$ cat config.mk
export PLATFORM = sky130hd
export DESIGN_NAME = ones_word_gen
export DESIGN_NICKNAME = d
export VERILOG_FILES = /design/src/rtl/ones_word_gen.sv
export SDC_FILE = /design/constraint.sdc
export NUM_CORES = 1
export LEC_CHECK = 0
export ABC_AREA = 0
export CAP_MARGIN = 20
export CORE_AREA = 2 2 41 43
export CTS_CLUSTER_DIAMETER = 60
export DETAILED_ROUTE_END_ITERATION = 6
export DIE_AREA = 0 0 43 45
export PLACE_DENSITY = 0.81
export SLEW_MARGIN = 40
export SYNTH_ARGS = -nofsm -noshare
export SYNTH_HDL_FRONTEND = slang
export SYNTH_HIERARCHICAL = 1
export SYNTH_SLANG_ARGS = --single-unit
export TNS_END_PERCENT = 100
$ cat constraint.sdc
create_clock -name clk -period 2 [get_ports clk]
set_clock_uncertainty 0.05 [all_clocks]
set_input_delay 0.3 -clock clk [delete_from_list [all_inputs] [get_ports clk]]
set_output_delay 0.3 -clock clk [all_outputs]
set_load 0.005 [all_outputs]
$ cat src/rtl/ones_word_gen.sv
// Serial thermometer-code generator: shifts N ones into a word, one per clock.
// Controller/datapath split with start/rdy handshake and a one-cycle done pulse.
module ones_word_gen_dp #(
    parameter int R1_SIZE = 8,
    parameter int R2_SIZE = 4
) (
    input  logic               clk,
    input  logic               rst,
    input  logic               i_load,
    input  logic               i_shift_en,
    input  logic               i_dec_en,
    input  logic [R2_SIZE-1:0] i_count,
    output logic [R1_SIZE-1:0] o_data,
    output logic               o_zero
);
    localparam logic [R2_SIZE-1:0] MAXC = R2_SIZE'(R1_SIZE);

    logic [R1_SIZE-1:0] r_word;
    logic [R2_SIZE-1:0] r_cnt;
    logic [R2_SIZE-1:0] w_clamp;

    // Counts above the word width saturate at a full word of ones
    assign w_clamp = (i_count > MAXC) ? MAXC : i_count;

    always_ff @(posedge clk) begin
        if (rst) begin
            r_word <= '0;
            r_cnt  <= '0;
        end else begin
            if (i_load)
                r_word <= '0;
            else if (i_shift_en)
                r_word <= {r_word[R1_SIZE-2:0], 1'b1};

            if (i_load)
                r_cnt <= w_clamp;
            else if (i_dec_en)
                r_cnt <= r_cnt - R2_SIZE'(1);
        end
    end

    assign o_data = r_word;
    assign o_zero = (r_cnt == '0);
endmodule

module ones_word_gen_ctrl (
    input  logic clk,
    input  logic rst,
    input  logic i_start,
    input  logic i_zero,
    output logic o_rdy,
    output logic o_done,
    output logic o_load,
    output logic o_shift_en,
    output logic o_dec_en
);
    typedef enum logic {
        S_IDLE = 1'b0,
        S_RUN  = 1'b1
    } state_t;

    state_t r_state;
    logic   r_done;

    always_ff @(posedge clk) begin
        if (rst) begin
            r_state <= S_IDLE;
            r_done  <= 1'b0;
        end else begin
            r_done <= 1'b0;
            unique case (r_state)
                S_IDLE: begin
                    if (i_start)
                        r_state <= S_RUN;
                end
                S_RUN: begin
                    if (i_zero) begin
                        r_state <= S_IDLE;
                        r_done  <= 1'b1;
                    end
                end
            endcase
        end
    end

    assign o_rdy      = (r_state == S_IDLE);
    assign o_done     = r_done;
    assign o_load     = o_rdy & i_start;
    assign o_shift_en = (r_state == S_RUN) & ~i_zero;
    assign o_dec_en   = o_shift_en;
endmodule

module ones_word_gen #(
    parameter int R1_SIZE = 8,
    parameter int R2_SIZE = 4
) (
    input  logic               clk,
    input  logic               rst,
    input  logic               start,
    input  logic [R2_SIZE-1:0] count,
    output logic [R1_SIZE-1:0] data,
    output logic               rdy,
    output logic               done
);
    logic w_load;
    logic w_shift_en;
    logic w_dec_en;
    logic w_zero;

    ones_word_gen_ctrl u_ctrl (
        .clk        (clk),
        .rst        (rst),
        .i_start    (start),
        .i_zero     (w_zero),
        .o_rdy      (rdy),
        .o_done     (done),
        .o_load     (w_load),
        .o_shift_en (w_shift_en),
        .o_dec_en   (w_dec_en)
    );

    ones_word_gen_dp #(
        .R1_SIZE (R1_SIZE),
        .R2_SIZE (R2_SIZE)
    ) u_dp (
        .clk        (clk),
        .rst        (rst),
        .i_load     (w_load),
        .i_shift_en (w_shift_en),
        .i_dec_en   (w_dec_en),
        .i_count    (count),
        .o_data     (data),
        .o_zero     (w_zero)
    );
endmodule

==> results of run 1 <==
[kinds of logic after synthesis]
kind of cell	Yosys count	share of synthesized area
AO/OA/AOI/OAI	6	0.0576
XOR/XNOR	3	0.0432
adder cells (fa/ha/maj)	1	0.0206
buffers and inverters	6	0.0576
flip-flops	14	0.461
multiplexers	7	0.115
AND/OR/NAND/NOR	26	0.245
[worst min-delay path, cell delays in order (launching register included)]
cell	delay [ns]
dfxtp_1	0.33
nand2_1	0.08
nor2_1	0.04
[how the worst min path moves through the flow]
stage / end / start / cells after the start / slack, ns
floorplan: u_dp/r_cnt[0] / rst / 1 / 0.32
global placement: u_dp/o_data[7] / u_dp/o_data[7] / 2 / 0.43
detailed placement: u_ctrl/o_done / u_ctrl/r_state / 2 / 0.43
CTS: u_ctrl/o_done / u_ctrl/r_state / 2 / 0.44
global route: u_ctrl/o_done / u_ctrl/r_state / 2 / 0.46
finish: u_ctrl/o_done / u_ctrl/r_state / 2 / 0.44
[routing by layer]
| layer | GRT usage | vias up | routed length, um |
|---|---|---|---|
| met4 | 0.0848 | 0 | 18 |
| met5 | 0 | - | 0 |
| met3 | 0.0360 | 2 | 63 |
| met1 | 0.140 | 213 | 415 |
| li1 | - | 243 | - |
| met2 | 0.185 | 16 | 465 |
[area by class of cell]
class | instances | area (um2) | share of cell area
Timing Repair Buffer | 18 | 175 | 0.218
Inverter | 3 | 11.3 | 0.0140
Multi-Input combinational cell | 43 | 293 | 0.365
Tap cell | 16 | 20.0 | 0.0250
Clock buffer | 3 | 22.5 | 0.0281
Sequential cell | 14 | 280 | 0.349
[placed cells by master (no fill, tap or decap)]
master | synthesis | final
a21oi_1 | 4 | 4
and2b_1 | 1 | 1
and2b_2 | 1 | 1
buf_4 | 1 | 2
clkbuf_4 | 0 | 3
clkdlybuf4s50_1 | 0 | 16
dfxtp_1 | 14 | 14
ha_1 | 1 | 1
inv_1 | 3 | 3
mux2i_1 | 7 | 7
nand2_1 | 3 | 3
nand2b_1 | 2 | 2
nor2_1 | 13 | 13
nor3_1 | 2 | 2
nor3b_1 | 1 | 1
nor3b_2 | 1 | 1
nor4b_4 | 1 | 1
o21a_1 | 2 | 2
or2_2 | 1 | 1
xnor2_1 | 1 | 1
xor2_1 | 2 | 2
[state kept, by name, indices dropped and copies added, names as in the netlist]
| name | cells |
|---|---|
| u_dp/r_cnt | 4 |
| u_dp/o_data | 8 |
| u_ctrl/r_state | 1 |
| u_ctrl/o_done | 1 |
[report_power, final]
group	internal (mW)	switching, mW	total [mW]
sequential	0.294	0.0153	0.310
combinational	0.0696	0.0533	0.123
clock	0.0696	0.0759	0.145
==> metrics, run 1 <==
DR vias 474; total chip power 0.578 mW; Mapped Avg Cell Area 9.65 um2; 1st-pass router iterations 4; max_slew headroom 0.831; drt wl/cell 9.93 um; die footprint 0.00194 mm2; layout cells sized above 1 0.111; top cells by count, synth dfxtp_1, nor2_1, mux2i_1; Synth Cell Area 608 um2; Hold Fails Final Rpt 0; Finished Layout Cells 97; Reg-to-Reg End u_dp/r_cnt[2]; worst setup margin 0.319 ns; pre-CTS setup slack 0.323 ns; WS Path Type reg -> reg; count of cell types in the netlist 21; largest net degree at the start of global routing 9; Worst Tran Pin Value 0.253 ns; Slew Limit Fails 0; worst path bufs/invs 2; worst vdd ir 285 uV; setup_tns 0 ns; postcts setup bufs 0; hold buffers post-CTS 0; Max-Cap Viols 0; Seq/Total Area, Yosys 0.461; drt total wl 963 um; core area 0.00147 mm2; chip height 45 um; Max Freq 595 MHz; Cell Area, Placed 779 um2; Yosys top cell area share 0.461; vias per cell 4.89; Nets 91; initial antenna violation count 0; Mapped Cells 63; Largest stage delay, worst path 0.42 ns; Residual DRC 0; Layout Cell Area excl Fill 802 um2; synthesized flop and latch total 14; YS warnings 6; CTS tree yes; Initial Utilization 0.413; CP arrival 1.80 ns; post-route ant nets 0; top-count cell post-synth dfxtp_1; Setup crit end u_dp/r_cnt[2]; CTS HTree Levels 1; R2R setup slack 0.32 ns; Leak 0.306 nW; Overall Global Routing Usage 0.119; Worst Setup SP u_dp/r_cnt[0]; crit path cell chain inv_1, ha_1, nor3b_1, nor2_1, buf_4, nand2_1, xnor2_1, o21a_1; worst hold path type reg -> reg; status finished clean; async set-or-reset flop fraction in the synthesized netlist 0; reg2reg path depth 8; power per cell area 721 mW/mm2; CTS sink count 14; number of flops mapped to enable cells by yosys 0; Period Utilization, post-route 0.840; Max FO, Critical Path 4; Critical Path Stages 8; Root Buffer clkbuf_4; crit path launch type flip-flop; area leader, netlist dfxtp_1; Port Buffer Count 16; Top Ports 17; first-pass GRT wire length 1640 um; Primary FF master, synth dfxtp_1; CTS Buf Count 3; clk_lat worst skew 0.27 ns; 1st-iter DRT viols 6; Antenna diodes 0; number of global-route vias before repair 416; width of the die 43 um; Worst Setup End Kind flip-flop; Area contributors post-synth dfxtp_1, mux2i_1, nor2_1; Inst Count DP 94; min Tclk post-route 1.68 ns; unrepaired setup endpoints after global routing no; row cnt 14; Final Hold Slack 0.441 ns; Layout area overhead 31.9%; Congestion Overflow GR 0; clk slew on worst S/H paths 0.07 ns; post_cts resized 0; CP top delay family flip-flops; fill cell total of the finished layout 143; Crit path required time 2.12 ns; gp weighted congestion 0.778; syn nets 71; critical path's slowest cell dfxtp_1; final setup fails 0; Final Core Density 0.545; RR Startpoint u_dp/r_cnt[0]; Max clock buf depth 2
Note: power is estimated with default switching activity, not from simulation.
==> inputs of run 2 (changes only) <==
==> constraint.sdc (replaced) <==
create_clock -name clk -period 1.7 [get_ports clk]
set_clock_uncertainty 0.05 [all_clocks]
set_input_delay 0.255 -clock clk [delete_from_list [all_inputs] [get_ports clk]]
set_output_delay 0.255 -clock clk [all_outputs]
set_load 0.005 [all_outputs]
==> metrics, run 2 (synthesis gave the netlist of run 1 again) <==
Root Buffer clkbuf_4; GRT busiest layer met2; gp weighted congestion 0.790 (+1.5%); Overall Global Routing Usage 0.133 (+0.0147); post_cts resized 0 (unchanged); setup_tns 0 ns (unchanged); max FFs per register 8 (unchanged); chip height 45 um (unchanged); Crit path required time 1.82 ns (-0.30 ns); Top Ports 17 (unchanged); drt wl/cell 10.9 um (+9.6%); met3 usage 0.0440 (+0.00800); CTS sink count 14 (unchanged); Max Freq 629 MHz (+5.8%); Period Utilization, post-route 0.934 (+0.0940); Initial Utilization 0.413 (unchanged); Hold Path Origin u_dp/o_data[7]; 1st-iter DRT viols 9 (+3); worst vdd ir 408 uV (+43%); Max FO, Critical Path 4 (unchanged); first-pass GRT wire length 1880 um (+15%); row cnt 14 (unchanged); Port Buffer Count 16 (unchanged); min Tclk post-route 1.59 ns (-0.0923 ns); CP arrival 1.70 ns (-0.10 ns); Hold Fails Final Rpt 0 (unchanged); CTS tree yes; Worst Tran Pin Value 0.242 ns (-0.0104 ns); Worst Setup SP u_dp/r_cnt[0]; Nets 94 (+3.3%); layout cells sized above 1 0.167 (+0.0556); clk_lat worst skew 0.26 ns (about the same); Final Core Density 0.565 (+0.0204); WS Path Type reg -> reg; post-route ant nets 0 (unchanged); CTS HTree Levels 1 (unchanged); core area 0.00147 mm2 (unchanged); met2 Use GR 0.221 (+0.0364); most common cell after layout, fill and taps aside clkdlybuf4s50_1; die footprint 0.00194 mm2 (unchanged); vias per cell 4.82 (-1.4%); met1 GRT Util 0.141 (+0.000741); drt total wl 1090 um (+13%); CTS Buf Count 3 (unchanged); Max-Cap Viols 0 (unchanged); RR Startpoint u_dp/r_cnt[0]; hold buffers post-CTS 0 (unchanged); Layout area overhead 36.8%; most frequent cells in the layout clkdlybuf4s50_1, dfxtp_1, nor2_1; R2R setup slack 0.11 ns (-0.21 ns); largest net degree at the start of global routing 9 (unchanged); postcts setup bufs 0 (unchanged); power per cell area 844 mW/mm2 (+17%); width of the die 43 um (unchanged); Residual DRC 0 (unchanged); Max clock buf depth 2 (unchanged); 1st-pass router iterations 4 (unchanged); DR vias 482 (+1.7%); status finished clean; Antenna diodes 0 (unchanged); Leak 0.324 nW (+6.0%); worst hold path type reg -> reg; unrepaired setup endpoints after global routing no; clk slew on worst S/H paths 0.08 ns (about the same); number of global-route vias before repair 479 (+15%); initial antenna violation count 0 (unchanged); max_slew headroom 0.838 (+0.00675); Worst Setup End Kind flip-flop; Slew Limit Fails 0 (unchanged); crit path launch type flip-flop; final setup fails 0 (unchanged); Congestion Overflow GR 0 (unchanged)
## run 2: changes by cell type in the layout (fill, tap and decap cells not counted), sizes merged
| cell | previous run | this run |
|---|---|---|
| buf | 2 | 5 |
## run 2: per-layer routing
| metal | part of all wire | vias to the layer above |
|---|---|---|
| li1 | - | 250 |
| met1 | 0.45 | 213 |
| met2 | 0.48 | 17 |
| met3 | 0.056 | 2 |
| met4 | 0.011 | 0 |
| met5 | 0 | - |
## run 2: final cells by class
cell class / count / area, um2
clock buffer: 3 / 22.5
fill: 144 / 639
inverter: 3 / 11.3
multi-input combinational: 43 / 300
sequential: 14 / 280
tap: 16 / 20.0
timing repair buffer: 21 / 198
## run 2: worst max-delay path, cell delays in order, from the launching register on
cell	delay, ns
dfxtp_1	0.33
inv_1	0.04
ha_1	0.20
nor3b_2	0.18
nor2_2	0.19
nor4b_4	0.23
xor2_1	0.09
o21a_1	0.17
## run 2: worst paths after layout
path	cells past startpoint	endpoint
worst max register to register	7	u_dp/r_cnt[3]
worst min-delay path	2	u_dp/o_data[7]
worst min register to register	2	u_dp/o_data[7]
worst max-delay path	7	u_dp/r_cnt[3]
## run 2: power by group
group	switching [mW]	internal, mW	total (mW)
Clock	0.0908	0.0817	0.173
Combinational	0.0759	0.0925	0.168
Sequential	0.0152	0.346	0.361
## run 2: through the flow
stage | worst slack (ns) | std cells | instance area [um2] | total power, mW | hold slack [ns]
after floorplan | 0.00870 | 63 | 613 | 0.476 | 0.274
after global placement | 0.171 | 97 | 805 | 0.526 | 0.428
after detailed placement | 0.135 | 97 | 805 | 0.532 | 0.446
after CTS | 0.0705 | 100 | 827 | 0.709 | 0.460
after global routing | 0.00432 | 100 | 832 | 0.746 | 0.469
final | 0.111 | 100 | 832 | 0.702 | 0.450
